### src/rtl/execute_stage.sv
// Execute stage of the 5-stage RV32I pipeline: ID/EX register, operand forwarding,
// ALU, branch/jump resolution with fetch redirect, and the EX/MEM register.
module execute_stage #(
    parameter int WIDTH = 32
) (
    input  logic             clk,
    input  logic             rst_n,
    input  logic             FlushE,
    input  logic             RegWriteD,
    input  logic             MemWriteD,
    input  logic             JumpD,
    input  logic             BranchD,
    input  logic             ALUSrcD,
    input  logic             JALRctrlD,
    input  logic [1:0]       ResultSrcD,
    input  logic [2:0]       ALUControlD,
    input  logic [2:0]       funct3D,
    input  logic [WIDTH-1:0] RD1D,
    input  logic [WIDTH-1:0] RD2D,
    input  logic [WIDTH-1:0] PCD,
    input  logic [WIDTH-1:0] PCPlus4D,
    input  logic [WIDTH-1:0] ImmExtD,
    input  logic [4:0]       Rs1D,
    input  logic [4:0]       Rs2D,
    input  logic [4:0]       RdD,
    input  logic [1:0]       ForwardAE,
    input  logic [1:0]       ForwardBE,
    input  logic [WIDTH-1:0] ResultW,
    output logic             PCSrcE,
    output logic [WIDTH-1:0] PCTargetE,
    output logic [4:0]       Rs1E,
    output logic [4:0]       Rs2E,
    output logic [4:0]       RdE,
    output logic             ResultSrcE0,
    output logic             RegWriteM,
    output logic             MemWriteM,
    output logic [1:0]       ResultSrcM,
    output logic [WIDTH-1:0] ALUResultM,
    output logic [WIDTH-1:0] WriteDataM,
    output logic [WIDTH-1:0] PCPlus4M,
    output logic [4:0]       RdM
);

    localparam logic [2:0] ALU_ADD = 3'b000;
    localparam logic [2:0] ALU_SUB = 3'b001;
    localparam logic [2:0] ALU_AND = 3'b010;
    localparam logic [2:0] ALU_OR  = 3'b011;
    localparam logic [2:0] ALU_XOR = 3'b100;
    localparam logic [2:0] ALU_SLT = 3'b101;
    localparam logic [2:0] ALU_SLL = 3'b110;
    localparam logic [2:0] ALU_SRL = 3'b111;

    localparam logic [1:0] FWD_RESULTW = 2'b01;
    localparam logic [1:0] FWD_ALUM    = 2'b10;

    localparam logic [2:0] F3_BEQ = 3'b000;
    localparam logic [2:0] F3_BNE = 3'b001;

    logic             RegWriteE;
    logic             MemWriteE;
    logic             JumpE;
    logic             BranchE;
    logic             ALUSrcE;
    logic             JALRctrlE;
    logic [1:0]       ResultSrcE;
    logic [2:0]       ALUControlE;
    logic [2:0]       funct3E;
    logic [WIDTH-1:0] RD1E;
    logic [WIDTH-1:0] RD2E;
    logic [WIDTH-1:0] PCE;
    logic [WIDTH-1:0] PCPlus4E;
    logic [WIDTH-1:0] ImmExtE;

    logic [WIDTH-1:0] SrcAE;
    logic [WIDTH-1:0] SrcBE;
    logic [WIDTH-1:0] WriteDataE;
    logic [WIDTH-1:0] ALUResultE;
    logic [WIDTH-1:0] jalrSum;
    logic             branchCond;
    logic             lessThan;

    // ID/EX control fields; a flush zeroes them so the bubble can never write or redirect
    always_ff @(posedge clk or negedge rst_n) begin
        if (!rst_n) begin
            RegWriteE   <= 1'b0;
            MemWriteE   <= 1'b0;
            JumpE       <= 1'b0;
            BranchE     <= 1'b0;
            ALUSrcE     <= 1'b0;
            JALRctrlE   <= 1'b0;
            ResultSrcE  <= 2'b00;
            ALUControlE <= 3'b000;
            funct3E     <= 3'b000;
        end else if (FlushE) begin
            RegWriteE   <= 1'b0;
            MemWriteE   <= 1'b0;
            JumpE       <= 1'b0;
            BranchE     <= 1'b0;
            ALUSrcE     <= 1'b0;
            JALRctrlE   <= 1'b0;
            ResultSrcE  <= 2'b00;
            ALUControlE <= 3'b000;
            funct3E     <= 3'b000;
        end else begin
            RegWriteE   <= RegWriteD;
            MemWriteE   <= MemWriteD;
            JumpE       <= JumpD;
            BranchE     <= BranchD;
            ALUSrcE     <= ALUSrcD;
            JALRctrlE   <= JALRctrlD;
            ResultSrcE  <= ResultSrcD;
            ALUControlE <= ALUControlD;
            funct3E     <= funct3D;
        end
    end

    // ID/EX data fields are cleared on flush too, so the hazard unit sees Rs/Rd of 0
    always_ff @(posedge clk or negedge rst_n) begin
        if (!rst_n) begin
            RD1E     <= '0;
            RD2E     <= '0;
            PCE      <= '0;
            PCPlus4E <= '0;
            ImmExtE  <= '0;
            Rs1E     <= 5'd0;
            Rs2E     <= 5'd0;
            RdE      <= 5'd0;
        end else if (FlushE) begin
            RD1E     <= '0;
            RD2E     <= '0;
            PCE      <= '0;
            PCPlus4E <= '0;
            ImmExtE  <= '0;
            Rs1E     <= 5'd0;
            Rs2E     <= 5'd0;
            RdE      <= 5'd0;
        end else begin
            RD1E     <= RD1D;
            RD2E     <= RD2D;
            PCE      <= PCD;
            PCPlus4E <= PCPlus4D;
            ImmExtE  <= ImmExtD;
            Rs1E     <= Rs1D;
            Rs2E     <= Rs2D;
            RdE      <= RdD;
        end
    end

    always_comb begin
        SrcAE = RD1E;
        case (ForwardAE)
            FWD_RESULTW: SrcAE = ResultW;
            FWD_ALUM:    SrcAE = ALUResultM;
            default:     SrcAE = RD1E;
        endcase
    end

    always_comb begin
        WriteDataE = RD2E;
        case (ForwardBE)
            FWD_RESULTW: WriteDataE = ResultW;
            FWD_ALUM:    WriteDataE = ALUResultM;
            default:     WriteDataE = RD2E;
        endcase
    end

    assign SrcBE    = ALUSrcE ? ImmExtE : WriteDataE;
    assign lessThan = ($signed(SrcAE) < $signed(SrcBE));

    always_comb begin
        ALUResultE = '0;
        case (ALUControlE)
            ALU_ADD: ALUResultE = SrcAE + SrcBE;
            ALU_SUB: ALUResultE = SrcAE - SrcBE;
            ALU_AND: ALUResultE = SrcAE & SrcBE;
            ALU_OR:  ALUResultE = SrcAE | SrcBE;
            ALU_XOR: ALUResultE = SrcAE ^ SrcBE;
            ALU_SLT: ALUResultE = {{(WIDTH-1){1'b0}}, lessThan};
            ALU_SLL: ALUResultE = SrcAE << SrcBE[4:0];
            ALU_SRL: ALUResultE = SrcAE >> SrcBE[4:0];
            default: ALUResultE = '0;
        endcase
    end

    // Branches compare the forwarded register operands, not SrcBE, so an immediate never leaks in
    always_comb begin
        branchCond = 1'b0;
        case (funct3E)
            F3_BEQ:  branchCond = (SrcAE == WriteDataE);
            F3_BNE:  branchCond = (SrcAE != WriteDataE);
            default: branchCond = 1'b0;
        endcase
    end

    assign jalrSum     = SrcAE + ImmExtE;
    assign PCSrcE      = JumpE | (BranchE & branchCond);
    assign PCTargetE   = JALRctrlE ? (jalrSum & ~{{(WIDTH-1){1'b0}}, 1'b1}) : (PCE + ImmExtE);
    assign ResultSrcE0 = ResultSrcE[0];

    // EX/MEM loads unconditionally; a redirect flushes younger instructions, not this one
    always_ff @(posedge clk or negedge rst_n) begin
        if (!rst_n) begin
            RegWriteM  <= 1'b0;
            MemWriteM  <= 1'b0;
            ResultSrcM <= 2'b00;
            ALUResultM <= '0;
            WriteDataM <= '0;
            PCPlus4M   <= '0;
            RdM        <= 5'd0;
        end else begin
            RegWriteM  <= RegWriteE;
            MemWriteM  <= MemWriteE;
            ResultSrcM <= ResultSrcE;
            ALUResultM <= ALUResultE;
            WriteDataM <= WriteDataE;
            PCPlus4M   <= PCPlus4E;
            RdM        <= RdE;
        end
    end

endmodule

### config.mk
export PLATFORM = sky130hd
export DESIGN_NAME = execute_stage
export DESIGN_NICKNAME = d
export VERILOG_FILES = /design/src/rtl/execute_stage.sv
export SDC_FILE = /design/constraint.sdc
export NUM_CORES = 1
export LEC_CHECK = 0
export CORE_UTILIZATION = 49
export DETAILED_ROUTE_END_ITERATION = 10
export GPL_TIMING_DRIVEN = 0
export PLACE_DENSITY = 0.75
export REMOVE_ABC_BUFFERS = 1
export SLEW_MARGIN = 5
export SYNTH_ARGS = -nofsm -noshare
export SYNTH_HDL_FRONTEND = slang
export SYNTH_SLANG_ARGS = --single-unit
### constraint.sdc
create_clock -name clk -period 13.7 [get_ports clk]
set_input_delay 3.425 -clock clk [delete_from_list [all_inputs] [get_ports clk]]
set_output_delay 3.425 -clock clk [all_outputs]
set_load 0.01 [all_outputs]
* After elaboration in Yosys (flattened, before gate mapping) *
Index checks and enable logic that the tools add are counted.

storage, ports and cells
  flip-flop bits (word level) = 294
  input port bits = 228
  output and inout port bits = 154
  logic and storage cells = 75

cells by class
  add/sub/neg operators = 4
  order comparisons = 1
  equality and inequality tests = 14
  shift operators = 2
  mux-type cells = 23
  bitwise gates (word level) = 5
  reductions and logical operators = 2

operator list
  kind                  number
  $pmux W32 S8          1
  $mux W32              7
  $pmux W32 S2          2
  $add A32 B32 Y32      3
  $and A32 B32 Y32      1
  $eq A32 B32 Y1        1
  $lt A32 B32 Y1        1
  $ne A32 B32 Y1        1
  $or A32 B32 Y32       1
  $shl A32 B5 Y32       1
  $shr A32 B5 Y32       1
  $sub A32 B32 Y32      1
  $xor A32 B32 Y32      1
  $mux W5               3
  $eq A3 B3 Y1 const B  4
  $eq A3 B1 Y1 const B  2
  $eq A3 B2 Y1 const B  2
  $logic_not A3 Y1      2
  $mux W1               6
  $mux W3               2
  $eq A2 B1 Y1 const B  2
  $eq A2 B2 Y1 const B  2
  $mux W2               1
  $pmux W1 S2           1
  2 further kinds       2

* Depth between registers and ports, before layout *
  depth after elaboration = 6
  depth in mapped cells = 23
  depth with buffers taken out = 19

* Worst setup path after synthesis *
OpenSTA, ideal clock, no wires.

  path kind = input-to-output
  from = in ForwardAE[0]
  to = out PCTargetE[31]
  data arrival time = 7112 ps
  required time = 10275 ps
  setup slack = 3163 ps
  stages = 19
  path buffers = 3
  cells stage by stage = inv_1 > ha_1 > buf_2 > buf_2 > buf_1 > nand2_1 > o21ai_1 > ha_1 > a211o_1 > a21oi_1 > a211oi_1 > a211oi_2 > a21oi_1 > a311oi_2 > o21ai_1 > and3_1 > o31ai_1 > o21ai_1 > xor2_1

between the ends
  longest elaborated chain between the ends = 4
  elaborated cells on any way between the ends = 5
  classes of those cells = add/sub (1); eq/ne (2); mux (2)

RTL lines
  what                                                 RTL line  source
  from (decl)                                          26        input logic [1:0] ForwardAE,
  $eq A2 B2 Y1 / $eq A2 B1 Y1 (equally long branches)  151       case (ForwardAE)
  $pmux W32 S2 (*)                                     151
  $add A32 B32 Y32 (*)                                 195       assign jalrSum = SrcAE + ImmExtE;
  $mux W32 (*)                                         197       assign PCTargetE = JALRctrlE ? (jalrSum & ~{{(WIDTH-1){1'b0}}, 1'b1}) : (PCE + ImmExtE);
  to (decl)                                            30        output logic [WIDTH-1:0] PCTargetE,

Every way passes the cells marked *; elsewhere a longest branch is shown, timed or not.

* Worst setup path in the final report *
Ends and elaborated chain as after synthesis.

==> metrics.md <==
| Metric | Value |
|---|---|
| CTS Buffer Depth | 3 |
| Max-Cap Viols | 0 |
| Final hold vios | 0 |
| Worst path required time | between 10 and 15 ns |
| Vias in the first global route | approximately 20000 |
| Drt pass-1 iters | 8 |
| Final count of negative-setup-slack endpoints | 0 |
| Pins over their slew limit | 0 |
| Core area | 43200 um^2 |
| Inst Count DP | 3374 |
| Final core utilization | between 60% and 70% |
| Worst-path clk slew | 0.06 ns |
| Worst path cell trace | clkdlybuf4s50_1 -> inv_1 -> ha_2 -> buf_12 -> nand2_1 -> o21ai_1 -> ha_1 -> o211a_1 -> a21oi_1 -> a311oi_1 -> a211oi_2 -> a21oi_1 -> a311oi_2 -> o21ai_1 -> nor4_1 -> o31ai_1 -> o21ai_1 -> xor2_1 -> clkdlybuf4s50_1 |
| CTS tree | built |
| Via density | 6.13 |
| Seq cells post-synth | 294 |
| Ranking of synthesized cells by area | dfrtp_1 (34%), ha_1 (9.4%), nor2b_1 (5.8%), a21oi_1 (4.9%), nand2_1 (4.4%) |
| Initial DRC Count | 2155 |
| IO buf count | 381 |
| Capturing point of the worst reg2reg path | ALUResultM[31] |
| Die area | 44600 um^2 |
| Leak Pwr | 0.0116 uW |
| Routability-driven placement congestion ratio | 1.02 |
| VDD IR max | 0.132 mV |
| Clock latency on the worst-skew pair | 0.63 ns |
| Routed via count | approximately 21000 |
| Top Ports | between 300 and 400 |
| Fraction of registers with async set/reset | 100% |
| Root Driver | clkbuf_16 |
| Endpoint class of the critical path | primary output |
| Register-to-Register Path Depth | 17 |
| Synthesized cell area | 21500 um^2 |
| Site Rows | 76 |
| Overall Global Routing Usage | a little over a third |
| Critical-path top delay cell | a311oi_1 |
| Largest net degree at the start of global routing | 125 |
| Share of the synthesized area in the top cell type | 34.3% |
| Hold Path Origin | PCPlus4E[12] |
| Top FF cell, synth | dfrtp_1 |
| CTS resizes | 0 |
| Syn avg cell area | between 8 and 9 um^2 |
| Setup CP Type | in2out |
| First-pass GRT wire length | 124 mm |
| Post-synth EDFFs | 0 |
| Layout cells sized above 1 | roughly 5.3% |
| Synth cell types | 86 |
| F_max | 74.5 MHz |
| Final Skew | about 0.045 ns |
| Post-Place Worst Slack | 0.517 ns |
| HP Class | reg2reg |
| CTS Sinks | around 290 |
| Initial antenna violation count | 5 |
| FF-to-FF Start | ALUSrcE |
| DRT antenna net count | 0 |
| Dpl hpwl | 64.9 mm |
| Rel. slew slack | about 6.5% |
| Die height | 211 um |
| DRC violations left | 0 |
| CP startpoint kind | primary input |
| Crit path top cell by count | o21ai_1 |
| Seq/Total Area, Yosys | between 30% and 40% |
| Hold path depth | 0 |
| CTS buffer count | 31 |
| Syn Inst Count | 2530 |
| GRT overflow | 0 |
| Layout Cells excl Fill | 3432 |
| P&R area growth vs syn | 25.6% |
| Min Tclk post-route | 13.43 ns |
| Final setup margin | around 0.27 ns |
| Starting Density | 49.7% |
| Total Wirelength | roughly 83 mm |
| PD cells | between 100 and 150 nW/um^2 |
| Total Nets Final | 3216 |
| H-tree depth | 1 |
| RSZ-0062 raised after global routing | false |
| Die width | 211 um |
| Worst EP arrival | 10.01 ns |
| FF-to-FF setup slack | 6.91 ns |
| WHS Endpoint | PCPlus4M[12] |
| Worst Tran Pin Value | 1.40 ns |
| Final Cycle Share | 98.0% |
| Status | completed |
| Top cell type by total area after synthesis | dfrtp_1 |
| Crit-path max cell delay | 1.00 ns |
| CP max FO | 33 |
| WL/cell | 24.2 um |
| Syn. warnings | 0 |
| # Post-CTS Setup Buffers | 0 |
| Hold_buf cts | 0 |
[cells in the mapped netlist (64+ instances only)]
cell type	instances
xnor2_1	72
clkbuf_1	92
mux2i_1	64
nor2b_1	200
nand2_1	249
inv_1	125
a22oi_1	66
nor2_1	191
dfrtp_1	294
o21ai_0	174
a21oi_1	210
ha_1	162
[registers in the layout, summed over array words and instances, names as in the netlist, 5 cells and up]
name        flops
ALUResultM     32
ImmExtE        32
PCE            32
PCPlus4E       32
PCPlus4M       32
RD1E           32
RD2E           32
WriteDataM     32
RdE             5
RdM             5
Rs1E            5
Rs2E            5
[layout make-up]
cell class                 count  area [um^2]
timing repair buffer         405         4310
multi-input combinational   1957        13000
sequential                   294         7360
inverter                     133          499
tap                          585          732
clock buffer                  44          905
antenna                        2         5.00
clock inverter                12          128
fill                        3743        16200
[power by group]
part	switching, uW	internal (uW)	leakage (uW)	total (uW)
logic	788	517	0.00733	1300
registers	55.8	941	0.00378	997
clock network	364	495	0.000515	860
[worst max-delay path, delay by kind of cell]
family	cells	cell delay, ns
AOI/OAI and AO/OA	10	3.63
buffers and inverters	4	1.43
adders and majority gates	2	1.14
and+or+nand+nor	2	0.17
xor gates and xnor gates	1	0.16
[worst max-delay path by stage]
stage                  from             to  slack [ns]  depth (start not counted)
2_1_floorplan  ForwardAE[0]  PCTargetE[31]        2.57                         15
3_3_place_gp          rst_n   PCPlus4E[15]       -2.97                          1
3_5_place_dp   ForwardAE[0]  PCTargetE[31]        0.52                         19
4_1_cts        ForwardAE[0]  PCTargetE[31]        0.49                         19
5_1_grt        ForwardAE[0]  PCTargetE[31]        0.15                         19
6_report       ForwardAE[0]  PCTargetE[31]        0.27                         19
[cell usage in the layout (no fill, tap or decap), drive strengths merged, types with 22 or more instances in the layout]
| master | count |
|---|---|
| a21o | 34 |
| nor3 | 29 |
| clkdlybuf4s50 | 379 |
| xnor2 | 72 |
| a21oi | 211 |
| o21ai | 218 |
| ha | 162 |
| buf | 26 |
| dfrtp | 294 |
| inv | 132 |
| nand2 | 250 |
| a222oi | 22 |
| a211oi | 22 |
| nor2 | 191 |
| nand3 | 24 |
| clkbuf | 44 |
| a22oi | 67 |
| xor2 | 33 |
| mux2i | 64 |
| o211ai | 46 |
| o21bai | 27 |
| nor2b | 201 |
[per-stage QoR]
stage	hold slack (ns)	total power [uW]	TNS, ns	area, um^2
after global placement	0.332	2250	-857.58	25400
after CTS	0.348	3140	0	26900
after floorplan	0.331	1710	0	20800
after global routing	0.349	3290	0	26900
after detailed placement	0.335	2280	0	25900
final	0.345	3160	0	27000
[per-layer routing]
| metal | up-vias | routed length, um | GRT usage [%] |
|---|---|---|---|
| li1 | 9570 | - | - |
| met1 | 10200 | 34200 | 49.2 |
| met2 | 1141 | 37200 | 57.7 |
| met3 | 173 | 8670 | 8.76 |
| met4 | 2 | 2880 | 12.1 |
| met5 | - | 11 | 0 |
[cell families (layout without fill, tap and decap cells)]
family | after synthesis | after routing | synth area share (%)
mux | 76 | 76 | 3.62
fa+ha+maj | 166 | 166 | 9.82
buf+inv | 279 | 594 | 5.20
xor+xnor | 105 | 105 | 4.29
compound gates | 824 | 824 | 25.1
simple gates | 786 | 786 | 17.6
other cells | 0 | 2 | 0
flops | 294 | 294 | 34.3
Note: power is estimated with default switching activity, not from simulation.
